## src/rtl/rr_iter_multiplier_if.sv

```systemverilog
// rtl/rr_iter_multiplier_if.sv - operand/result handshake bundle for rr_iter_multiplier
interface rr_iter_multiplier_if #(
  parameter int WIDTH = 16
);
  logic                 in_valid;
  logic                 in_ready;
  logic [WIDTH-1:0]     a;
  logic [WIDTH-1:0]     b;
  logic                 approx_en;
  logic                 out_valid;
  logic                 out_ready;
  logic [2*WIDTH-1:0]   p;

  modport master (
    output in_valid, a, b, approx_en, out_ready,
    input  in_ready, out_valid, p
  );

  modport slave (
    input  in_valid, a, b, approx_en, out_ready,
    output in_ready, out_valid, p
  );
endinterface

```

## src/rtl/rr_iter_multiplier.sv

```systemverilog
// rtl/rr_iter_multiplier.sv - sequential quadrant-split multiplier, one half-width product per cycle
// Optional completed-operation counter port enabled by RR_OP_COUNT_EN.
module rr_iter_multiplier #(
  parameter int WIDTH      = 16,
  parameter int APPROX_LSB = 4
) (
  input  logic                clk,
  input  logic                rst,
  rr_iter_multiplier_if.slave bus
`ifdef RR_OP_COUNT_EN
  ,
  output logic [15:0]         op_count
`endif
);
  localparam int H = WIDTH / 2;
  // Mask kept on LL in approximate mode; a shift of WIDTH clears every bit.
  localparam logic [WIDTH-1:0] LL_KEEP =
    {WIDTH{1'b1}} << ((APPROX_LSB >= WIDTH) ? WIDTH : APPROX_LSB);

  typedef enum logic [1:0] {IDLE, MUL, DONE} state_t;

  state_t               state;
  state_t               state_nxt;
  logic [1:0]           phase;
  logic [WIDTH-1:0]     a_q;
  logic [WIDTH-1:0]     b_q;
  logic                 approx_q;
  logic [2*WIDTH-1:0]   acc;
  logic [2*WIDTH-1:0]   p_q;
  logic                 accept;
  logic                 handoff;
  logic [H-1:0]         mul_x;
  logic [H-1:0]         mul_y;
  logic [WIDTH-1:0]     mul_p;
  logic [2*WIDTH-1:0]   term;

  always_comb begin
    state_nxt     = state;
    bus.in_ready  = 1'b0;
    bus.out_valid = 1'b0;
    accept        = 1'b0;
    handoff       = 1'b0;
    case (state)
      IDLE: begin
        bus.in_ready = 1'b1;
        if (bus.in_valid) begin
          accept    = 1'b1;
          state_nxt = MUL;
        end
      end
      MUL: begin
        if (phase == 2'd3) state_nxt = DONE;
      end
      DONE: begin
        bus.out_valid = 1'b1;
        bus.in_ready  = bus.out_ready;
        if (bus.out_ready) begin
          handoff = 1'b1;
          // Handoff cycle doubles as an accept slot for the next operation.
          if (bus.in_valid) begin
            accept    = 1'b1;
            state_nxt = MUL;
          end else begin
            state_nxt = IDLE;
          end
        end
      end
      default: state_nxt = IDLE;
    endcase
  end

  always_comb begin
    mul_x = a_q[H-1:0];
    mul_y = b_q[H-1:0];
    case (phase)
      2'd1: mul_x = a_q[WIDTH-1:H];
      2'd2: mul_y = b_q[WIDTH-1:H];
      2'd3: begin
        mul_x = a_q[WIDTH-1:H];
        mul_y = b_q[WIDTH-1:H];
      end
      default: ;
    endcase
    mul_p = WIDTH'(mul_x) * WIDTH'(mul_y);
    case (phase)
      2'd0:    term = {{WIDTH{1'b0}}, (approx_q ? (mul_p & LL_KEEP) : mul_p)};
      2'd3:    term = {mul_p, {WIDTH{1'b0}}};
      default: term = (2*WIDTH)'(mul_p) << H;
    endcase
  end

  always_ff @(posedge clk) begin
    if (rst) begin
      state    <= IDLE;
      phase    <= 2'd0;
      a_q      <= '0;
      b_q      <= '0;
      approx_q <= 1'b0;
      acc      <= '0;
      p_q      <= '0;
    end else begin
      state <= state_nxt;
      if (accept) begin
        a_q      <= bus.a;
        b_q      <= bus.b;
        approx_q <= bus.approx_en;
        acc      <= '0;
        phase    <= 2'd0;
      end else if (state == MUL) begin
        acc   <= acc + term;
        phase <= phase + 2'd1;
        if (phase == 2'd3) p_q <= acc + term;
      end
    end
  end

  assign bus.p = p_q;

`ifdef RR_OP_COUNT_EN
  always_ff @(posedge clk) begin
    if (rst)          op_count <= 16'd0;
    else if (handoff) op_count <= op_count + 16'd1;
  end
`endif

endmodule

```

## src/flat_wrapper.sv

```systemverilog
// flat-port wrapper written by rule: the top's interface ports become plain ports
module rr_iter_multiplier_flat 
#(
  parameter int WIDTH      = 16,
  parameter int APPROX_LSB = 4
)
  (clk, rst, bus_in_valid, bus_a, bus_b, bus_approx_en, bus_out_ready, bus_in_ready, bus_out_valid, bus_p);
  rr_iter_multiplier_if #(.WIDTH(WIDTH)) bus_i ();
  input  logic clk;
  input  logic rst;
  input wire logic [$bits(bus_i.in_valid)-1:0] bus_in_valid;
  input wire logic [$bits(bus_i.a)-1:0] bus_a;
  input wire logic [$bits(bus_i.b)-1:0] bus_b;
  input wire logic [$bits(bus_i.approx_en)-1:0] bus_approx_en;
  input wire logic [$bits(bus_i.out_ready)-1:0] bus_out_ready;
  output wire logic [$bits(bus_i.in_ready)-1:0] bus_in_ready;
  output wire logic [$bits(bus_i.out_valid)-1:0] bus_out_valid;
  output wire logic [$bits(bus_i.p)-1:0] bus_p;
  assign bus_i.in_valid = bus_in_valid;
  assign bus_i.a = bus_a;
  assign bus_i.b = bus_b;
  assign bus_i.approx_en = bus_approx_en;
  assign bus_i.out_ready = bus_out_ready;
  assign bus_in_ready = bus_i.in_ready;
  assign bus_out_valid = bus_i.out_valid;
  assign bus_p = bus_i.p;
  rr_iter_multiplier #(.WIDTH(WIDTH), .APPROX_LSB(APPROX_LSB)) u_core (.clk(clk), .rst(rst), .bus(bus_i));
endmodule
```

## config.mk

```make
export PLATFORM = sky130hd
export DESIGN_NAME = rr_iter_multiplier_flat
export DESIGN_NICKNAME = d
export VERILOG_FILES = /design/src/rtl/rr_iter_multiplier_if.sv /design/src/rtl/rr_iter_multiplier.sv /design/src/flat_wrapper.sv
export SDC_FILE = /design/constraint.sdc
export NUM_CORES = 1
export LEC_CHECK = 0
export CORE_ASPECT_RATIO = 0.75
export CORE_MARGIN = 1.5
export CORE_UTILIZATION = 64
export DETAILED_ROUTE_END_ITERATION = 8
export PLACE_DENSITY = 0.95
export REMOVE_ABC_BUFFERS = 1
export SLEW_MARGIN = 30
export SYNTH_ARGS = -nofsm -noshare
export SYNTH_HDL_FRONTEND = slang
export SYNTH_SLANG_ARGS = --single-unit
```

## constraint.sdc

```tcl
create_clock -name clk -period 14.3 [get_ports clk]
set_input_delay 2.145 -clock clk [delete_from_list [all_inputs] [get_ports clk]]
set_output_delay 2.145 -clock clk [all_outputs]
set_load 0.005 [all_outputs]
```

==> out/metrics.yaml, run 1 <==
outcome:
  status: "complete, no violations"
timing:
  final-max-slew-violation-count: 0
  fmax_ghz: 0.115
  worst_slack_ns: 5.59
  max_slew_margin_pct: 32.6
  timing.hold.ws_ns: 0.454
  fin_crit_sh_pct: 60.9
  tightest_slew_ns: 1.01
  hold_viol: 0
  finalSetupViolCount: 0
  rsz0062_at_grt: "no"
  fin_tns_setup_ns: 0
  period_needed_ns: 8.71
  fin_worst_skew_ns: 0.00833
critical_path:
  crit_arrival_ns: 8.93
  cp.buffers_inverters: 3
  crit_cells: 29
  start_kind: "register"
  ff2ff_path_depth: 29
  cpMaxStageDelayCell: "mux2i_1"
  path_delay_family: "adder cells"
  cp_common_cell: "fa_1"
  critPathMaxFanout: 8
  path_class: "reg -> reg"
  max_stage_delay_ns: 0.87
  crit_required_ns: 14.51
  worst_setup_path_end_kind: "register"
cts:
  postCtsSetupBuffers: 0
  clk_latency_ns: 0.35
  cts.sinks: 101
  cts_resized: 0
  cts-root-buf: "clkbuf_16"
  cts_tree: "built"
  clock_path_buffers: 2
  cts_buffers: 9
  clk_pin_slew_worst_paths_ns: 0.07
  hold_buffers: 0
  cts_max_level: 3
synthesis:
  yosys_most_used_dff: "dfxtp_1"
  synth_area_um2: 7930
  ys_ff_latch: 101
  synth-edff-count: 0
  synth_cells: 1018
  syn_area_per_cell_um2: 7.79
  async_flop_share_pct: 0
  yosysSeqAreaShare_pct: 25.5
  synth_warnings: 0
  synth.distinct_cells: 66
layout:
  final_common_cell: "nand2_1"
  areaGrowthSynthToFinish_pct: 12.8
  drive_above_1_share_pct: 5.21
  instances_no_fill: 1218
  n_antenna_cell: 0
  finalNetCount: 1197
  final_cell_mix: "nand2_1, a21oi_1, dfxtp_1, nor2_1, ha_1"
floorplan:
  die-area_um2: 13100
  start_util_pct: 67.0
  fp.dieW_um: 132
  rows: 34
  fp.dieH_um: 99.4
  core_area_um2: 11800
  io_pins: 71
global_route:
  grt_overflow: 0
  grt_pass1_vias: 6765
  met3_usage_pct: 6.47
  grtUsageMet2_pct: 47.8
  grt-busiest-layer: "met2"
  track_usage_pct: 30.4
  grt_pass1_wl_um: 32600
  antenna_found_initial: 0
  grt_max_degree: 68
  grtUsageMet1_pct: 42.4
power_and_ir_drop:
  internal_power_uw: 450
  leakage_nw: 3.90
  switching_share_pct: 29.4
  clkPwrFrac_pct: 36.8
  power.share.combinational_pct: 17.1
  peakVddDrop_v: 0.0000628
  power.density_nw_per_um2: 71.3
  p_seq_share_pct: 46.1
  power_switching_uw: 187
placement:
  dp_slack_ns: 5.83
  place.port_buffers: 70
  gp_congestion: 0.937
  placedCellCount: 1202
  hpwl_um: 14700
detailed_routing:
  ant_nets: 0
  drt-vias-per-instance: 6.10
  dr.first_iter.drc_count: 646
  wl_um: 20200
  vias: 7434
  wl_per_cell_um: 16.5
  drc: 0
  drtPass1Iterations: 6
min_path:
  min_path_cells: 2
  min_path_type: "reg -> reg"
run:
  maxCapViolations: 0
## Yosys cell counts, drive strengths merged, types with 3 or more instances
| master | count | share of area (%) |
|---|---|---|
| nor2b | 12 | 0.95 |
| nor4 | 3 | 0.24 |
| a21boi | 3 | 0.28 |
| nand3 | 21 | 1.3 |
| buf | 10 | 0.62 |
| a211oi | 13 | 1.4 |
| inv | 70 | 3.3 |
| and4 | 3 | 0.33 |
| o31ai | 4 | 0.38 |
| or3 | 5 | 0.39 |
| xor2 | 15 | 1.7 |
| a21o | 21 | 2.0 |
| dfxtp | 101 | 26 |
| xnor2 | 24 | 2.7 |
| or4 | 3 | 0.28 |
| nand2 | 180 | 8.5 |
| o21ai | 33 | 2.1 |
| fa | 37 | 9.3 |
| clkbuf | 45 | 2.2 |
| ha | 72 | 11 |
| a31oi | 6 | 0.66 |
| nand2b | 3 | 0.24 |
| a21oi | 114 | 7.5 |
| or2 | 14 | 1.1 |
| mux2i | 17 | 2.1 |
| nand4 | 22 | 1.7 |
| nor3 | 14 | 0.95 |
| o21bai | 4 | 0.38 |
| a22o | 10 | 1.1 |
| nor2 | 92 | 4.4 |
| and2 | 12 | 0.95 |
| o21a | 4 | 0.38 |
| o211ai | 5 | 0.47 |
## logic make-up (layout without fill, tap and decap cells)
| logic type | Yosys count | in the layout | synth area share [%] |
|---|---|---|---|
| XOR/XNOR | 39 | 39 | 4.40 |
| multiplexers | 19 | 19 | 2.43 |
| adder cells (fa/ha/maj) | 109 | 109 | 20.7 |
| AO/OA/AOI/OAI | 238 | 238 | 19.2 |
| AND/OR/NAND/NOR | 387 | 387 | 21.7 |
| buffers and inverters | 125 | 163 | 6.09 |
| flip-flops | 101 | 101 | 25.5 |
## final timing paths
kind,to,start,slack (ns)
worst min register to register,u_core.a_q[5]$_SDFFE_PP0P_,u_core.a_q[5]$_SDFFE_PP0P_,0.45
worst max register to register,u_core.bus.p[29]$_SDFFE_PP0P_,u_core.phase[0]$_SDFFE_PP0N_,5.59
worst min-delay path,u_core.a_q[5]$_SDFFE_PP0P_,u_core.a_q[5]$_SDFFE_PP0P_,0.45
worst max-delay path,u_core.bus.p[29]$_SDFFE_PP0P_,u_core.phase[0]$_SDFFE_PP0N_,5.59
## cell type report
class                           instances  area [µm²]
Multi-Input combinational cell        792        5430
Fill cell                             940        2880
Sequential cell                       101        2020
Timing Repair Buffer                   77         748
Inverter                               70         263
Clock buffer                           11         243
Tap cell                              162         203
Clock inverter                          5        35.0
## layer usage
layer / vias up / share of wire (%) / wire, µm
li1: 3539 / - / -
met1: 3493 / 45 / 9120
met2: 357 / 44 / 8860
met3: 45 / 8.8 / 1780
met4: 0 / 2.0 / 400
met5: - / 0 / 0
## tightest hold or removal path, stage by stage, from the launching register on
cell and delay (ns):
dfxtp_1 0.31, nand2_1 0.05, a21oi_1 0.05
## power groups by stage
stage | logic [mW] | clock network, mW | registers (mW)
2_1_floorplan | 0.0672 | 0 | 0.298
3_3_place_gp | 0.102 | 0 | 0.300
3_5_place_dp | 0.105 | 0 | 0.300
4_1_cts | 0.106 | 0.236 | 0.293
5_1_grt | 0.117 | 0.249 | 0.294
6_report | 0.109 | 0.235 | 0.293
## through the flow
step / util (%) / total power, mW / area [µm²]
finish: 75.6 / 0.637 / 8940
global route: 75.6 / 0.661 / 8940
CTS: 75.6 / 0.635 / 8940
detailed placement: 73.3 / 0.404 / 8660
global placement: 73.2 / 0.402 / 8660
floorplan: - / 0.365 / 7710
## registers in the layout, summed over array words and instances (netlist names)
signal / flops
u_core.approx_q: 1
u_core.bus.p: 32
u_core.acc: 32
u_core.phase: 2
u_core.b_q: 16
u_core.a_q: 16
u_core.state: 2
No activity file was read; power rests on OpenSTA's default activity.
==> inputs of run 2 (changes only) <==
Settings changed: CORE_UTILIZATION 64 to 59, PLACE_DENSITY 0.95 to 0.92.
Clock period 14.3 ns to 8.15 ns, I/O delays scaled along.
==> run 2 against run 1 <==
Effect of this change: clock power up 100%; critical path depth up 2; maximum frequency up 13%; die area up 8.2%; critical path type unchanged; count of clock-buffer cells in the layout unchanged; wire length up 0.37%; sequential power up 76%; hold slack better by 0.0016 ns; combinational power up 81%; largest cell class unchanged; non-clock buffer count up 11.
==> out/metrics.yaml, run 2 (same netlist as run 1, synthesis figures left out) <==
timing:
  fmax_ghz: 0.129  # +13%
  fin_tns_setup_ns: 0  # unchanged
  finalSetupViolCount: 0  # unchanged
  fin_worst_skew_ns: 0.0106  # +0.00228 ns
  period_needed_ns: 7.73  # -0.981 ns
  final-max-slew-violation-count: 0  # unchanged
  rsz0062_at_grt: "no"
  max_slew_margin_pct: 41.5  # +8.9 points
  tightest_slew_ns: 0.852  # -0.154 ns
  fin_crit_sh_pct: 94.9  # +34 points
  hold_viol: 0  # unchanged
power_and_ir_drop:
  power.density_nw_per_um2: 130  # +82%
  internal_power_uw: 858  # +91%
  switching_share_pct: 27.7  # -1.7 points
  power_switching_uw: 329  # +76%
  clkPwrFrac_pct: 39.9  # +3.1 points
  leakage_nw: 3.98  # +2.0%
  power.share.combinational_pct: 16.6  # -0.5 points
  p_seq_share_pct: 43.5  # -2.6 points
  peakVddDrop_v: 0.000123  # +95%
floorplan:
  io_pins: 71  # unchanged
  rows: 36  # +5.9%
  core_area_um2: 13100  # +10%
  fp.dieW_um: 137  # +4.1%
  start_util_pct: 60.7  # -6.3 points
  die-area_um2: 14200  # +8.2%
  fp.dieH_um: 103  # +4.0%
critical_path:
  ff2ff_setup_slack_ns: 0.42  # -5.17 ns
  worst_setup_path_end_kind: "register"
  critPathMaxFanout: 8  # unchanged
  max_stage_delay_ns: 0.55  # -0.32 ns
  path_class: "reg -> reg"
  crit_required_ns: 8.43  # -6.08 ns
  cpMaxStageDelayCell: "fa_1"
  start_kind: "register"
  crit_arrival_ns: 8.01  # -0.92 ns
  ff2ff_path_depth: 31  # +6.9%
cts:
  hold_buffers: 0  # unchanged
  cts_buffers: 9  # unchanged
  cts_tree: "built"
  clk_pin_slew_worst_paths_ns: 0.07  # about the same
  cts-root-buf: "clkbuf_16"
  cts_max_level: 3  # unchanged
  cts.sinks: 101  # unchanged
  cts_resized: 0  # unchanged
  clock_path_buffers: 2  # unchanged
  clk_latency_ns: 0.35  # about the same
  postCtsSetupBuffers: 0  # unchanged
layout:
  drive_above_1_share_pct: 7.03  # +1.8 points
  n_antenna_cell: 0  # unchanged
  final_cell_mix: "nand2_1, a21oi_1, dfxtp_1, nor2_1, ha_1"
  areaGrowthSynthToFinish_pct: 15.5
  fin_area_um2: 9160  # +2.4%
  fillers: 1071  # +14%
  register_area_um2: 2020  # unchanged
  final_common_cell: "nand2_1"
  finalNetCount: 1208  # +0.92%
  multi_input_area_um2: 5510  # +1.4%
detailed_routing:
  drtPass1Iterations: 5  # -1
  ant_nets: 0  # unchanged
  dr.first_iter.drc_count: 606  # -6.2%
  vias: 7295  # -1.9%
  drt-vias-per-instance: 5.89  # -3.5%
  wl_per_cell_um: 16.3  # -1.3%
  wl_um: 20200  # +0.37%
  drc: 0  # unchanged
outcome:
  status: "complete, no violations"
min_path:
  min_path_type: "reg -> reg"
  min_path_cells: 2  # unchanged
global_route:
  grtUsageMet2_pct: 47.4  # -0.42 points
  track_usage_pct: 30.2  # -0.20 points
  grt_overflow: 0  # unchanged
  grt_pass1_vias: 6830  # +0.96%
  grt_max_degree: 68  # unchanged
  met3_usage_pct: 7.02  # +0.54 points
  grt-busiest-layer: "met2"
  antenna_found_initial: 0  # unchanged
  grtUsageMet1_pct: 42.1  # -0.26 points
  grt_pass1_wl_um: 33900  # +4.0%
placement:
  hpwl_um: 14700  # +0.28%
  place.port_buffers: 70  # unchanged
  postPlaceCellArea_um2: 8760  # +1.1%
  gp_congestion: 0.938  # about the same
run:
  maxCapViolations: 0  # unchanged
-- run 2: cell count changes in the layout (fill, tap and decap cells not counted), moves of 2 or more --
cell,delta
buf_4,+11
nor2_1,-2
mux2i_4,+4
mux2i_1,-5
nor2_2,+2
bufinv_16,+2
-- run 2: layout make-up --
class                      instances  share of cell area (%)
sequential                       101                    22.1
clock buffer                      11                    2.65
multi-input combinational        792                    60.1
timing repair buffer              88                    9.07
inverter                          70                    2.87
clock inverter                     5                   0.902
tap                              171                    2.34
-- run 2: worst max-delay path: cells and delay by family (launching register included) --
family	cells	cell delay, ns
buffers and inverters	6	0.61
AOI/OAI and AO/OA	7	1.42
adders and majority gates	7	2.95
xor gates and xnor gates	1	0.26
and+or+nand+nor	8	1.61
muxes	2	0.44
DFF	1	0.35
-- run 2: final timing paths --
kind                                start                           to
max reg2reg  u_core.phase[0]$_SDFFE_PP0N_  u_core.acc[24]$_SDFFE_PP0N_
min           u_core.b_q[11]$_SDFFE_PP0P_  u_core.b_q[11]$_SDFFE_PP0P_
min reg2reg   u_core.b_q[11]$_SDFFE_PP0P_  u_core.b_q[11]$_SDFFE_PP0P_
max          u_core.phase[0]$_SDFFE_PP0N_  u_core.acc[24]$_SDFFE_PP0N_
-- run 2: power by group through the flow --
stage / clock, mW / sequential [mW] / combinational (mW)
floorplan: 0 / 0.523 / 0.118
global placement: 0 / 0.526 / 0.183
detailed placement: 0 / 0.526 / 0.188
CTS: 0.479 / 0.515 / 0.191
global route: 0.507 / 0.518 / 0.216
finish: 0.474 / 0.516 / 0.197
-- run 2: stage by stage --
step | setup WS (ns) | hold slack, ns | instances | utilization [%] | power [mW]
after CTS | 0.225 | 0.456 | 1238 | 69.5 | 1.18
after detailed placement | 0.303 | 0.446 | 1222 | 67.0 | 0.714
final | 0.418 | 0.456 | 1238 | 70.1 | 1.19
after global routing | 0.0245 | 0.474 | 1238 | 70.1 | 1.24
after global placement | 0.499 | 0.442 | 1222 | 67.0 | 0.709
after floorplan | 0.810 | 0.430 | 963 | - | 0.641
-- run 2: per-layer routing --
metal  up-vias  share of wire (%)
met3        35                8.9
li1       3552                  -
met5         -                  0
met4         0                1.4
met2       305                 43
met1      3403                 46
==> inputs of run 3 (changes only) <==
--- a/constraint.sdc
+++ b/constraint.sdc
@@ -3,2 +3,2 @@
 set_output_delay 1.2225 -clock clk [all_outputs]
-set_load 0.005 [all_outputs]
+set_load 0.02 [all_outputs]
==> results of run 3 <==
Same layout as run 2 (identical final DEF). Status: complete, no violations.
